--- src/rtl/alu_pkg.sv ---
// Shared types for the ALU control path: operation and branch-type codes,
// RV32I major opcodes and the decoded control bundle.
package alu_pkg;

    localparam int ALU_OP_W  = 4;
    localparam int BR_TYPE_W = 3;

    typedef enum logic [ALU_OP_W-1:0] {
        ALU_AND  = 4'd0,
        ALU_OR   = 4'd1,
        ALU_ADD  = 4'd2,
        ALU_SLL  = 4'd3,
        ALU_SRA  = 4'd4,
        ALU_SRL  = 4'd5,
        ALU_SUB  = 4'd6,
        ALU_XOR  = 4'd7,
        ALU_SLT  = 4'd8,
        ALU_SLTU = 4'd9
    } alu_op_e;

    typedef enum logic [BR_TYPE_W-1:0] {
        BR_NONE = 3'b000,
        BR_BNE  = 3'b001,
        BR_BEQ  = 3'b010,
        BR_BLT  = 3'b100,
        BR_BGE  = 3'b101,
        BR_BLTU = 3'b110,
        BR_BGEU = 3'b111
    } br_type_e;

    localparam logic [6:0] OP_R      = 7'b0110011;
    localparam logic [6:0] OP_IMM    = 7'b0010011;
    localparam logic [6:0] OP_LOAD   = 7'b0000011;
    localparam logic [6:0] OP_STORE  = 7'b0100011;
    localparam logic [6:0] OP_LUI    = 7'b0110111;
    localparam logic [6:0] OP_AUIPC  = 7'b0010111;
    localparam logic [6:0] OP_JAL    = 7'b1101111;
    localparam logic [6:0] OP_JALR   = 7'b1100111;
    localparam logic [6:0] OP_BRANCH = 7'b1100011;

    typedef struct packed {
        alu_op_e  Operation;
        br_type_e Branch_Type;
        logic     AluSrc;
        logic     illegal;
    } alu_ctrl_t;

endpackage

--- src/rtl/alu_op_issue_if.sv ---
// Decode-side offer and EX-side delivery of ALU control, valid/ready on both.
interface alu_op_issue_if
    import alu_pkg::*;
#(
    parameter int OPCODE_LENGTH = ALU_OP_W,
    parameter int BRTYPE_WIDTH  = BR_TYPE_W
);
    logic                     id_valid;
    logic                     id_ready;
    logic [6:0]               id_opcode;
    logic [2:0]               id_funct3;
    logic                     id_funct7b5;
    logic                     ex_valid;
    logic                     ex_ready;
    logic [OPCODE_LENGTH-1:0] ex_Operation;
    logic [BRTYPE_WIDTH-1:0]  ex_Branch_Type;
    logic                     ex_AluSrc;
    logic                     ex_illegal;

    modport master (
        output id_valid, id_opcode, id_funct3, id_funct7b5, ex_ready,
        input  id_ready, ex_valid, ex_Operation, ex_Branch_Type,
        input  ex_AluSrc, ex_illegal
    );

    modport slave (
        input  id_valid, id_opcode, id_funct3, id_funct7b5, ex_ready,
        output id_ready, ex_valid, ex_Operation, ex_Branch_Type,
        output ex_AluSrc, ex_illegal
    );
endinterface

--- src/rtl/alu_op_decode.sv ---
// Combinational RV32I field decode into ALU operation, branch type,
// operand-B select and illegal flag.
module alu_op_decode
    import alu_pkg::*;
(
    input  logic [6:0] opcode,
    input  logic [2:0] funct3,
    input  logic       funct7b5,
    output alu_ctrl_t  ctrl
);

    alu_op_e alu_fn;

    // Shared R/I funct3 table; the R-type SUB override is applied below.
    always_comb begin
        alu_fn = ALU_ADD;
        unique case (funct3)
            3'b000: alu_fn = ALU_ADD;
            3'b001: alu_fn = ALU_SLL;
            3'b010: alu_fn = ALU_SLT;
            3'b011: alu_fn = ALU_SLTU;
            3'b100: alu_fn = ALU_XOR;
            3'b101: alu_fn = funct7b5 ? ALU_SRA : ALU_SRL;
            3'b110: alu_fn = ALU_OR;
            3'b111: alu_fn = ALU_AND;
        endcase
    end

    always_comb begin
        ctrl.Operation   = ALU_ADD;
        ctrl.Branch_Type = BR_NONE;
        ctrl.AluSrc      = 1'b0;
        ctrl.illegal     = 1'b0;
        unique case (opcode)
            OP_R: begin
                if (funct3 == 3'b000 && funct7b5)
                    ctrl.Operation = ALU_SUB;
                else
                    ctrl.Operation = alu_fn;
            end
            OP_IMM: begin
                ctrl.Operation = alu_fn;
                ctrl.AluSrc    = 1'b1;
            end
            OP_LOAD, OP_STORE, OP_LUI,
            OP_AUIPC, OP_JAL, OP_JALR: begin
                ctrl.AluSrc = 1'b1;
            end
            OP_BRANCH: begin
                ctrl.Operation = ALU_SUB;
                unique case (funct3)
                    3'b000: ctrl.Branch_Type = BR_BEQ;
                    3'b001: ctrl.Branch_Type = BR_BNE;
                    3'b100: ctrl.Branch_Type = BR_BLT;
                    3'b101: ctrl.Branch_Type = BR_BGE;
                    3'b110: ctrl.Branch_Type = BR_BLTU;
                    3'b111: ctrl.Branch_Type = BR_BGEU;
                    3'b010, 3'b011: ctrl.illegal = 1'b1;
                endcase
            end
            default: begin
                ctrl.illegal = 1'b1;
            end
        endcase
    end

endmodule

--- src/rtl/alu_op_issue.sv ---
// ID/EX boundary for ALU control: decode, then a main register plus a
// one-entry skid so id_ready never depends combinationally on ex_ready.
module alu_op_issue
    import alu_pkg::*;
#(
    parameter int OPCODE_LENGTH = ALU_OP_W,
    parameter int BRTYPE_WIDTH  = BR_TYPE_W
)(
    input  logic         clk,
    input  logic         reset,
    input  logic         flush,
    alu_op_issue_if.slave bus
);

    alu_ctrl_t dec;
    alu_ctrl_t main_q, main_d;
    alu_ctrl_t skid_q, skid_d;
    logic      main_v_q, main_v_d;
    logic      skid_v_q, skid_v_d;
    logic      id_rdy;
    logic      accept;
    logic      pop;

    alu_op_decode u_decode (
        .opcode   (bus.id_opcode),
        .funct3   (bus.id_funct3),
        .funct7b5 (bus.id_funct7b5),
        .ctrl     (dec)
    );

    assign id_rdy = !skid_v_q && !reset;
    assign accept = bus.id_valid && id_rdy;
    assign pop    = main_v_q && bus.ex_ready;

    always_comb begin
        main_d   = main_q;
        main_v_d = main_v_q;
        skid_d   = skid_q;
        skid_v_d = skid_v_q;
        if (flush) begin
            main_v_d = 1'b0;
            skid_v_d = 1'b0;
        end else if (!main_v_q || pop) begin
            if (skid_v_q) begin
                main_d   = skid_q;
                main_v_d = 1'b1;
                skid_v_d = accept;
                if (accept)
                    skid_d = dec;
            end else begin
                main_v_d = accept;
                if (accept)
                    main_d = dec;
            end
        end else if (accept) begin
            skid_d   = dec;
            skid_v_d = 1'b1;
        end
    end

    always_ff @(posedge clk) begin
        if (reset) begin
            main_q   <= '0;
            skid_q   <= '0;
            main_v_q <= 1'b0;
            skid_v_q <= 1'b0;
        end else begin
            main_q   <= main_d;
            skid_q   <= skid_d;
            main_v_q <= main_v_d;
            skid_v_q <= skid_v_d;
        end
    end

    assign bus.id_ready       = id_rdy;
    assign bus.ex_valid       = main_v_q;
    assign bus.ex_Operation   = OPCODE_LENGTH'(main_q.Operation);
    assign bus.ex_Branch_Type = BRTYPE_WIDTH'(main_q.Branch_Type);
    assign bus.ex_AluSrc      = main_q.AluSrc;
    assign bus.ex_illegal     = main_q.illegal;

endmodule
--- src/flat_wrapper.sv ---
// flat-port wrapper written by rule: the top's interface ports become plain ports
module alu_op_issue_flat import alu_pkg::*;
#(
    parameter int OPCODE_LENGTH = ALU_OP_W,
    parameter int BRTYPE_WIDTH  = BR_TYPE_W
)
  (clk, reset, flush, bus_id_valid, bus_id_opcode, bus_id_funct3, bus_id_funct7b5, bus_ex_ready, bus_id_ready, bus_ex_valid, bus_ex_Operation, bus_ex_Branch_Type, bus_ex_AluSrc, bus_ex_illegal);
  alu_op_issue_if #(.OPCODE_LENGTH(OPCODE_LENGTH), .BRTYPE_WIDTH(BRTYPE_WIDTH)) bus_i ();
  input  logic clk;
  input  logic reset;
  input  logic flush;
  input wire logic [$bits(bus_i.id_valid)-1:0] bus_id_valid;
  input wire logic [$bits(bus_i.id_opcode)-1:0] bus_id_opcode;
  input wire logic [$bits(bus_i.id_funct3)-1:0] bus_id_funct3;
  input wire logic [$bits(bus_i.id_funct7b5)-1:0] bus_id_funct7b5;
  input wire logic [$bits(bus_i.ex_ready)-1:0] bus_ex_ready;
  output wire logic [$bits(bus_i.id_ready)-1:0] bus_id_ready;
  output wire logic [$bits(bus_i.ex_valid)-1:0] bus_ex_valid;
  output wire logic [$bits(bus_i.ex_Operation)-1:0] bus_ex_Operation;
  output wire logic [$bits(bus_i.ex_Branch_Type)-1:0] bus_ex_Branch_Type;
  output wire logic [$bits(bus_i.ex_AluSrc)-1:0] bus_ex_AluSrc;
  output wire logic [$bits(bus_i.ex_illegal)-1:0] bus_ex_illegal;
  assign bus_i.id_valid = bus_id_valid;
  assign bus_i.id_opcode = bus_id_opcode;
  assign bus_i.id_funct3 = bus_id_funct3;
  assign bus_i.id_funct7b5 = bus_id_funct7b5;
  assign bus_i.ex_ready = bus_ex_ready;
  assign bus_id_ready = bus_i.id_ready;
  assign bus_ex_valid = bus_i.ex_valid;
  assign bus_ex_Operation = bus_i.ex_Operation;
  assign bus_ex_Branch_Type = bus_i.ex_Branch_Type;
  assign bus_ex_AluSrc = bus_i.ex_AluSrc;
  assign bus_ex_illegal = bus_i.ex_illegal;
  alu_op_issue #(.OPCODE_LENGTH(OPCODE_LENGTH), .BRTYPE_WIDTH(BRTYPE_WIDTH)) u_core (.clk(clk), .reset(reset), .flush(flush), .bus(bus_i));
endmodule
--- config.mk ---
export PLATFORM = sky130hd
export DESIGN_NAME = alu_op_issue_flat
export DESIGN_NICKNAME = d
export VERILOG_FILES = /design/src/rtl/alu_pkg.sv /design/src/rtl/alu_op_issue_if.sv /design/src/rtl/alu_op_decode.sv /design/src/rtl/alu_op_issue.sv /design/src/flat_wrapper.sv
export SDC_FILE = /design/constraint.sdc
export NUM_CORES = 1
export LEC_CHECK = 0
export CAP_MARGIN = 5
export CORE_ASPECT_RATIO = 0.75
export CORE_MARGIN = 5
export CORE_UTILIZATION = 45
export DETAILED_ROUTE_END_ITERATION = 10
export MAX_ROUTING_LAYER = met4
export PLACE_DENSITY = 0.77
export SLEW_MARGIN = 25
export SYNTH_ARGS = -nofsm -noshare
export SYNTH_HDL_FRONTEND = slang
export SYNTH_HIERARCHICAL = 1
export SYNTH_SLANG_ARGS = --single-unit
--- constraint.sdc ---
create_clock -name clk -period 2.4 [get_ports clk]
set_input_delay 0.72 -clock clk [delete_from_list [all_inputs] [get_ports clk]]
set_output_delay 0.72 -clock clk [all_outputs]
set_load 0.05 [all_outputs]
; Word level (Yosys, flattened, before mapping)
; Index checks and enable logic that the tools add are counted.
; Widths: inputs -> output; s select.
[word_totals]
ff_bits = 20
word_cells = 63
output_inout_bits = 11
in_bits = 16
[classes]
n_reduce_logical = 17
n_eq_ne = 17
muxes = 18
n_bitwise = 1
[ops]
columns = cell, count
row1 = $mux 9, 5
row2 = $pmux 4 s8, 1
row3 = $eq 7x6->1 const B, 3
row4 = $eq 7x7->1 const B, 3
row5 = $pmux 3 s6, 1
row6 = $eq 7x5->1 const B, 2
row7 = $eq 3x3->1 const B, 4
row8 = $pmux 4 s3, 1
row9 = $reduce_or 8->1, 1
row10 = $eq 7x2->1 const B, 1
row11 = $mux 1, 7
row12 = $reduce_or 7->1, 1
row13 = $eq 3x2->1 const B, 2
row14 = $logic_and 1x1->1, 4
row15 = $mux 4, 1
row16 = $reduce_bool 2->1, 2
row17 = $reduce_or 2->1, 2
row18 = $eq 3x1->1 const B, 1
row19 = $logic_not 1->1, 3
row20 = $logic_not 3->1, 1
row21 = $mux 3, 1
row22 = $reduce_and 3->1, 1
row23 = $ne 2x1->1 const B, 1
row24 = $pmux 1 s2, 1
row25 = 3 further kinds, 3

; Depth between registers and ports, before layout
; Gate-level depths: netlist of the first run.
[logic_depth]
depth_word = 7
ltp_mapped = 6
mapped_depth_nobuf = 6

; Cells and area by module
; The synthesis of the first run kept the hierarchy.
[by_module_without_submodules]
columns = module, seq_area_each_um2, cells_per_inst, n_inst, area_each_um2
row1 = alu_op_issue, 400.4, 102, 1, 932.1
row2 = alu_op_decode, 0.0, 26, 1, 190.2

; Worst setup path after synthesis of the first run
; OpenSTA, ideal clock, no wires.
[synth_path]
path_type = input to output
start = in reset
end = out bus_id_ready
path_stages = 3
setup_slack_ps = -91
required_time_ps = 1680
path_buffers = 2
arrival_ps = 1771
cell_sequence = clkbuf_1 -> clkbuf_1 -> nor2_1
[synth_between]
elab_chain_len = 2
[synth_rtl]
columns = element, line
row1 = "start, declared", flat_wrapper.sv:10  ; input logic reset;
row2 = $logic_not 1->1, alu_op_issue.sv:31  ; assign id_rdy = !skid_v_q && !reset;
row3 = $logic_and 1x1->1, alu_op_issue.sv:31
row4 = "end, declared", flat_wrapper.sv:17  ; output wire logic [$bits(bus_i.id_ready)-1:0] bus_id_ready;
; Every way passes these cells.

==> run summary, run 1 <==
Final Setup Violations - 0
Drt wl/cell - 14.05 um
WP data required - 2.59 ns
Max-Slew Margin vs Limit - 65.57%
Die width - 67.67 um
Yosys reg bits - 20
Ports - 27
Worst vdd ir - 373.6 uV
Initial antenna violation count - 0
YS warnings - 6
Primary FF master, synth - dfxtp_1
Site Rows - 15
Post-Syn Instances - 128
Latest clock arrival within the worst-skew pair - 0.29 ns
Leak Pwr - 0.5868 nW
RSZ-0062 raised after global routing - no
Minimum clock period - 2.279 ns
Fraction of registers with async set/reset - 0%
DRT Pass-1 Iters - 4
F_max - 438.7 MHz
CTS tree - built
Final Max Slew Viols - 0
Final worst clock skew - 0.002643 ns
Status - finished, final reports clean
Number of synthesized flops with an enable pin - 0
Largest fanout on the critical path - 2
Critical path type - primary input to flip-flop
Power Density - 394.2 mW/mm^2
Clock transition at path regs - 0.10 ns
Total Wirelength - 2781 um
Commonest non-fill, non-tap cell in the layout - clkdlybuf4s50_1
Max_cap viols - 0
Synth unique cells - 34
Full die area - 0.003603 mm^2
Synth Area per Inst - 8.768 um^2
CP endpoint kind - flip-flop
Num Clock Sinks - 20
Vias in the first global route - 1056
Via/cell ratio - 5.439
Initial Util - 47.84%
Final hold vios - 0
DPL Wire Length - 2211 um
Final-stage net count - 182
Core area - 0.002346 mm^2
Critical path arrival - 2.47 ns
Post-DRT Antenna Nets - 0
GR Util All Layers - 17.85%
Pin count of the biggest net entering global routing - 25
Gr ovfl total - 0
Max clock buf depth - 2
Initial DRC count - 108
Htree depth - 1
Hold WC Path Type - flip-flop to flip-flop
First-pass GRT wire length - 4664 um
Worst-Margin Slew - 0.5148 ns
Pre-CTS setup slack - -0.2445 ns
Antenna diode count - 0
Most frequent cells in the layout - clkdlybuf4s50_1, dfxtp_1, buf_4
Post-Route Utilization - 65.65%
Setup ws final - 0.1206 ns
CTS Buf Count - 3
Die height - 53.25 um
IO buf count - 26
Setup crit start kind - primary input
Area Growth Syn to Fin - 37.24%
Area of the mapped netlist - 0.001122 mm^2
# DRC - 0
Routability cong. - 0.8077
Share of cells above drive strength 1 - 20.12%
Final period util - 94.98%
Syn Nets - 144
Sequential share of the synthesized area - 35.67%
Final Power - 607.2 uW
Root Driver - clkbuf_4
Via count - 1077
## cell families (layout without fill, tap and decap cells)
family                 count (synthesis)  in the layout  synth area share (%)
AOI/OAI and AO/OA                     29             29                 15.38
buffers and inverters                  8             44                 3.009
DFF                                   20             20                 35.67
muxes                                 18             18                 17.06
and+or+nand+nor                       53             53                 28.87
## per-layer routing
metal | track usage [%] | share of wire [%] | wire length (um)
met1 | 21.13 | 43 | 1203
met2 | 30.21 | 52 | 1450
met3 | 4.246 | 4.2 | 118
met4 | 5.051 | 0.29 | 8
met5 | - | 0 | 0
## per-stage QoR
step | std cells | setup TNS (ns) | area [um^2] | hold slack (ns)
floorplan | 128 | 0 | 1125 | 0.4584
global placement | 195 | -0.6065 | 1513 | 0.4651
detailed placement | 195 | -0.9414 | 1513 | 0.4734
CTS | 198 | 0 | 1535 | 0.4880
global route | 198 | 0 | 1540 | 0.5169
finish | 198 | 0 | 1540 | 0.4899
## cells in the mapped netlist (2+ instances only)
master | number | share of area, %
a21oi_1 | 11 | 4.9
and3b_1 | 2 | 1.6
buf_2 | 3 | 1.3
clkbuf_1 | 3 | 1.0
dfxtp_1 | 20 | 36
mux2_2 | 9 | 9.0
mux2i_1 | 9 | 8.0
nand2b_1 | 3 | 1.7
nand3_1 | 9 | 4.0
nor2_1 | 14 | 4.7
nor2b_1 | 13 | 7.2
o21ai_1 | 9 | 4.0
o21bai_1 | 2 | 1.3
## final cells by class
type | count | area (um^2)
Multi-Input combinational cell | 100 | 690.7
Fill cell | 186 | 805.8
Timing Repair Buffer | 40 | 380.4
Clock buffer | 3 | 22.52
Inverter | 1 | 3.754
Sequential cell | 20 | 400.4
Tap cell | 34 | 42.54
## flip-flops by register name (all words and copies together), names as in the netlist
| signal | flops |
|---|---|
| u_core/bus.ex_valid | 1 |
| u_core/bus.ex_AluSrc | 1 |
| u_core/bus.ex_illegal | 1 |
| u_core/bus.ex_Operation | 4 |
| u_core/skid_v_q | 1 |
| u_core/skid_q | 9 |
| u_core/bus.ex_Branch_Type | 3 |
## timing repair
action | 4_1_cts | 5_1_grt
resized for setup | 0 | 2
buffers inserted | 0 | 0
hold buffers | 0 | 0
endpoints found under the setup margin | 0 | 1
## critical path, cell delays in order
cell and delay [ns]:
clkdlybuf4s50_1 0.41, nand3b_4 0.16, or4b_4 0.48, or2_1 0.26
mux2i_1 0.13, nor2_1 0.05, mux2_2 0.26
## final timing paths
path | startpoint | cells past startpoint | slack [ns] | to
worst min register to register | u_core/skid_q[3]$_SDFFE_PP0P_ | 2 | 0.49 | u_core/skid_q[3]$_SDFFE_PP0P_
worst max-delay path | bus_id_opcode[2] | 7 | 0.12 | u_core/bus.ex_Operation[1]$_SDFFE_PP0P_
worst max register to register | u_core/bus.ex_valid$_SDFFE_PP0P_ | 3 | 0.95 | u_core/skid_q[6]$_SDFFE_PP0P_
worst min-delay path | u_core/skid_q[3]$_SDFFE_PP0P_ | 2 | 0.49 | u_core/skid_q[3]$_SDFFE_PP0P_
## where the power goes
group / total (mW) / internal [mW] / switching (mW)
logic: 0.117 / 0.0577 / 0.0596
clock network: 0.153 / 0.0584 / 0.0944
registers: 0.337 / 0.335 / 0.00206
(Power assumes the default switching activity.)
==> inputs of run 2 (changes only) <==
Settings changed: PLACE_DENSITY 0.77 to 0.74, RECOVER_POWER set to 50.
Clock period 2.4 ns to 2.9 ns, I/O delays scaled along.
==> run 2 against run 1 <==
Critical path depth fell by 4. Wire length is 4.5% lower. Worst setup slack better by 0.041 ns. Power decreased by 14%. Core utilization is 3.5 points lower. Combinational power decreased by 27%. Largest power group unchanged.
==> run summary, run 2 (same netlist as run 1, synthesis figures left out) <==
Setup bufs post-CTS - 0
Pin count of the biggest net entering global routing - 28
IO buf count - 26
Hold WC Path Type - flip-flop to flip-flop
Max clock buf depth - 2
RSZ-0062 raised after global routing - no
Vias in the first global route - 1031
Total Wirelength - 2655 um
DRT Pass-1 Iters - 4
Setup crit start kind - primary input
Max-Slew Margin vs Limit - 35.61%
Die width - 67.67 um
Site Rows - 15
Fillcell total - 221
Worst-Margin Slew - 0.9616 ns
Via count - 999
Final period util - 94.42%
Most frequent cells in the layout - clkdlybuf4s50_1, dfxtp_1, nor2_1
WP data required - 2.03 ns
Dpl cell area - 0.001428 mm^2
Num Clock Sinks - 20
Minimum clock period - 2.738 ns
Initial DRC count - 19
Final worst clock skew - 0.0005849 ns
Root Driver - clkbuf_4
Setup TNS - 0 ns
Hold_buf cts - 0
DPL Wire Length - 2042 um
Routability cong. - 0.7490
Area Growth Syn to Fin - 29.99%
Critical path type - primary input to output pin
Drt wl/cell - 14.12 um
Critical path arrival - 1.87 ns
Max reg flops - 9
Initial antenna violation count - 0
Full die area - 0.003603 mm^2
Clock transition at path regs - 0.10 ns
Worst vdd ir - 267.1 uV
Antenna diode count - 0
Status - finished, final reports clean
Commonest non-fill, non-tap cell in the layout - clkdlybuf4s50_1
GR Util All Layers - 17.49%
Via/cell ratio - 5.314
Final hold vios - 0
Final Max Slew Viols - 0
Final Power - 521.1 uW
CTS resizes - 0
First-pass GRT wire length - 4574 um
Latest clock arrival within the worst-skew pair - 0.29 ns
Placed insts - 184
Largest Register - u_core/skid_q
Core area - 0.002346 mm^2
CTS Buf Count - 3
CTS tree - built
Power Density - 357.2 mW/mm^2
Htree depth - 1
Max_cap viols - 0
Largest fanout on the critical path - 6
Initial Util - 47.84%
# DRC - 0
Share of cells above drive strength 1 - 13.64%
Leak Pwr - 0.5294 nW
Post-route cell area - 0.001459 mm^2
Finished Layout Cells - 188
Die height - 53.25 um
Ports - 27
Gr ovfl total - 0
CP endpoint kind - output pin
Final-stage net count - 171
Post-DRT Antenna Nets - 0
Post-Route Utilization - 62.19%
F_max - 365.2 MHz
Final Setup Violations - 0
## run 2: cell types whose count changed in the layout (fill, tap and decap cells not counted)
cell,before,now
buf_4,14,3
o21ai_0,1,9
o21ai_1,9,1
dlygate4sd3_1,0,3
dlymetal6s2s_1,2,0
clkbuf_8,0,1
clkdlybuf4s50_1,23,22
nor2_1,13,14
nor2_2,1,0
o211ai_1,1,2
o211ai_2,1,0
## run 2: path summary, 6_finish.rpt
kind | start | endpoint | slack [ns] | depth (start not counted)
worst max register to register | u_core/skid_v_q$_SDFFE_PP0P_ | u_core/bus.ex_Operation[3]$_SDFFE_PP0P_ | 0.96 | 2
worst min register to register | u_core/skid_q[2]$_SDFFE_PP0P_ | u_core/skid_q[2]$_SDFFE_PP0P_ | 0.48 | 2
worst min-delay path | u_core/skid_q[2]$_SDFFE_PP0P_ | u_core/skid_q[2]$_SDFFE_PP0P_ | 0.48 | 2
worst max-delay path | reset | bus_id_ready | 0.16 | 3
## run 2: metal layers
| layer | up-vias | global-route usage (%) | routed length, um |
|---|---|---|---|
| li1 | 512 | - | - |
| met1 | 472 | 19.74 | 1152 |
| met2 | 13 | 30.69 | 1393 |
| met3 | 2 | 5.732 | 103 |
| met4 | 0 | 2.694 | 5 |
| met5 | - | - | 0 |
## run 2: stage by stage
step	hold slack, ns	worst slack (ns)
after floorplan	0.4584	0.1090
after global placement	0.4650	0.1137
after detailed placement	0.4735	0.04097
after CTS	0.4896	0.2478
after global routing	0.4971	0.1011
final	0.4828	0.1619
## run 2: power breakdown
group / total, mW / switching, mW / internal (mW)
Combinational: 0.0852 / 0.0454 / 0.0398
Clock: 0.157 / 0.0800 / 0.0765
Sequential: 0.279 / 0.00205 / 0.277
## run 2: critical path: stages
cell and delay, ns:
dlygate4sd3_1 0.61, nor2_1 0.21, buf_12 0.17
## run 2: area by class of cell
| type | count | area, um^2 | area share, % |
|---|---|---|---|
| multi-input cells | 100 | 683.2 | 46.83 |
| flip-flops and latches | 20 | 400.4 | 27.44 |
| repair buffers | 29 | 292.8 | 20.07 |
| well taps | 34 | 42.54 | 2.916 |
| clock buffers | 4 | 36.28 | 2.487 |
| inverters | 1 | 3.754 | 0.2573 |
==> inputs of run 3 (changes only) <==
Settings changed: ABC_AREA set to 0, PLACE_DENSITY 0.74 to 0.75, SYNTH_HIERARCHICAL 1 to not set.
==> run 3 against run 2 <==
Critical path type unchanged. Highest routed layer unchanged. Non-clock buffer count increased by 3. Core utilization rose by 3.8 points. Sequential share of layout area grew 1.6 points. Final area down 5.7%. Wire length is 1.9% lower. Via count increased by 2.5%. Maximum frequency increased by 1.2%. Largest power group unchanged. Largest cell class unchanged. Power is 21% higher. Clock-buffer cell count shrank 1. Critical path depth did not move.
==> run summary, run 3 <==
Final Setup Violations - 0
Gr ovfl total - 0
Crit path buf inv count - 2
Most frequent cells in the layout - clkdlybuf4s50_1, dfxtp_1, nand2_1
Leak Pwr - 0.4667 nW
Htree depth - 1
Ports - 27
Synth Area per Inst - 8.477 um^2
Area Growth Syn to Fin - 35.30%
Area of the mapped netlist - 0.001017 mm^2
Setup bufs post-CTS - 0
Finished Layout Cells - 174
Share of cells above drive strength 1 - 10.00%
CP endpoint kind - output pin
Final worst clock skew - 0.009926 ns
Instance count on the critical path - 3
IO buf count - 26
Status - finished, final reports clean
CTS tree - built
Max-Slew Margin vs Limit - 56.23%
Most common library cells after synthesis - dfxtp_1, nand2_1, nor2_1
Root Driver - clkbuf_4
Critical path arrival - 1.84 ns
Post-synthesis compound-gate area fraction - 23.12%
Primary FF master, synth - dfxtp_1
Cell at the slowest stage of the critical path - dlygate4sd3_1
# DRC - 0
Pin count of the biggest net entering global routing - 15
Max clock buf depth - 2
Via/cell ratio - 5.885
YS warnings - 0
CTS resizes - 0
Hold WC Path Type - flip-flop to flip-flop
Multi-input combinational cell area - 574.3 um^2
DRT Pass-1 Iters - 4
Post-DRT Antenna Nets - 0
Critical path type - primary input to output pin
Reg2Reg Launch Point - u_core.skid_v_q$_SDFFE_PP0P_
Fraction of registers with async set/reset - 0%
WP data required - 2.03 ns
RSZ-0062 raised after global routing - no
Core area - 0.002085 mm^2
Worst-Margin Slew - 0.6566 ns
Synth top area cells - dfxtp_1, a311oi_1, nand2_1
Post-synthesis adder-cell area fraction - 0%
Max_cap viols - 0
Initial DRC count - 51
Antenna diode count - 0
Worst vdd ir - 413.8 uV
Num Clock Sinks - 20
Final hold vios - 0
Power Density - 459.5 mW/mm^2
Max incr delay on CP - 0.59 ns
Drt wl/cell - 14.97 um
Vias in the first global route - 947
Minimum clock period - 2.706 ns
Largest fanout on the critical path - 4
Synth unique cells - 38
Site Rows - 14
FF-to-FF path depth - 5
Via count - 1024
Initial antenna violation count - 0
Placed insts - 170
Simple-Gate Fraction of Synth Area - 32.35%
Internal reg-to-reg setup slack - 0.95 ns
Largest Register - u_core.skid_q
Total Wirelength - 2605 um
Hold_sp - u_core.skid_q[4]$_SDFFE_PP0P_
Combinational family with the most area after synthesis - simple AND/OR/NAND/NOR gates
Hold path cells - 2
Family with the most delay on the worst path - buffers and inverters
Die height - 51.18 um
Post-Synth XOR/XNOR Area - 0%
Sequential share of the synthesized area - 39.36%
F_max - 369.6 MHz
CP cell instances - dlygate4sd3_1 > nor2_1 > buf_12
Routability cong. - 0.8438
First-pass GRT wire length - 4333 um
CP Launch Point - reset
CTS Buf Count - 3
Critical R2R Capture - u_core.bus.ex_illegal$_SDFFE_PP0P_
Full die area - 0.003321 mm^2
Register area - 400.4 um^2
Hold_buf cts - 0
Worst Hold End - u_core.skid_q[4]$_SDFFE_PP0P_
Die width - 64.90 um
Yosys top cell area share - 39.36%
Fillcell total - 185
Clock transition at path regs - 0.12 ns
Latest clock arrival within the worst-skew pair - 0.31 ns
Commonest non-fill, non-tap cell in the layout - clkdlybuf4s50_1
Post-Syn Instances - 120
Area leader, netlist - dfxtp_1
Syn Nets - 136
Most frequent cell after synthesis - dfxtp_1
Initial Util - 48.80%
DPL Wire Length - 1924 um
Setup crit start kind - primary input
Max reg flops - 9
Final Max Slew Viols - 0
GR Util All Layers - 17.06%
Final period util - 93.31%
Number of synthesized flops with an enable pin - 0
Mux cell area share after synthesis - 0.9840%
Setup TNS - 0 ns
Yosys reg bits - 20
Final-stage net count - 167
run 3: layout make-up:
| type | instances | area share, % |
|---|---|---|
| clock buffers | 3 | 1.636 |
| clock inverters | 1 | 2.182 |
| inverters | 3 | 0.8182 |
| multi-input cells | 91 | 41.73 |
| flip-flops and latches | 20 | 29.09 |
| well taps | 24 | 2.182 |
| repair buffers | 32 | 22.36 |
run 3: worst reg2reg max path, stage by stage (launching register included):
cell	delay (ns)
dfxtp_1	0.62
clkinv_1	0.41
a211oi_2	0.31
buf_4	0.20
o21bai_1	0.07
a311oi_1	0.24
run 3: where the power goes:
| part | leakage [nW] | internal (mW) | switching (mW) |
|---|---|---|---|
| Combinational | 0.276 | 0.0514 | 0.0666 |
| Sequential | 0.162 | 0.282 | 0.00407 |
| Clock | 0.0279 | 0.140 | 0.0885 |
| Total | 0.467 | 0.473 | 0.159 |
run 3: logic make-up (layout without fill, tap and decap cells):
group                  Yosys count  in the layout
DFF                             20             20
AOI/OAI and AO/OA               33             33
muxes                            1              1
and+or+nand+nor                 57             57
buffers and inverters            9             39
run 3: how the worst max path moves through the flow:
stage | to | slack, ns
floorplan | bus_id_ready | 0.32
global placement | bus_id_ready | 0.32
detailed placement | u_core.skid_q[5]$_SDFFE_PP0P_ | 0.23
CTS | bus_id_ready | 0.31
global route | bus_id_ready | 0.16
finish | bus_id_ready | 0.19
run 3: layer usage:
metal  routed length (um)  GRT usage [%]
met5                    0              -
met2                 1163          25.98
met4                   44          4.211
met3                  187          4.605
met1                 1210          22.46
run 3: stage by stage:
step	hold slack, ns	setup slack [ns]	area (um^2)	util (%)	power (mW)
final	0.4621	0.1941	1376	66.03	0.6324
after global routing	0.4856	0.1557	1376	66.03	0.6675
after CTS	0.4630	0.3058	1384	66.39	0.6396
after detailed placement	0.4460	0.2271	1331	63.87	0.4114
after global placement	0.4418	0.3179	1331	63.87	0.4092
after floorplan	0.4320	0.3200	1017	-	0.3559
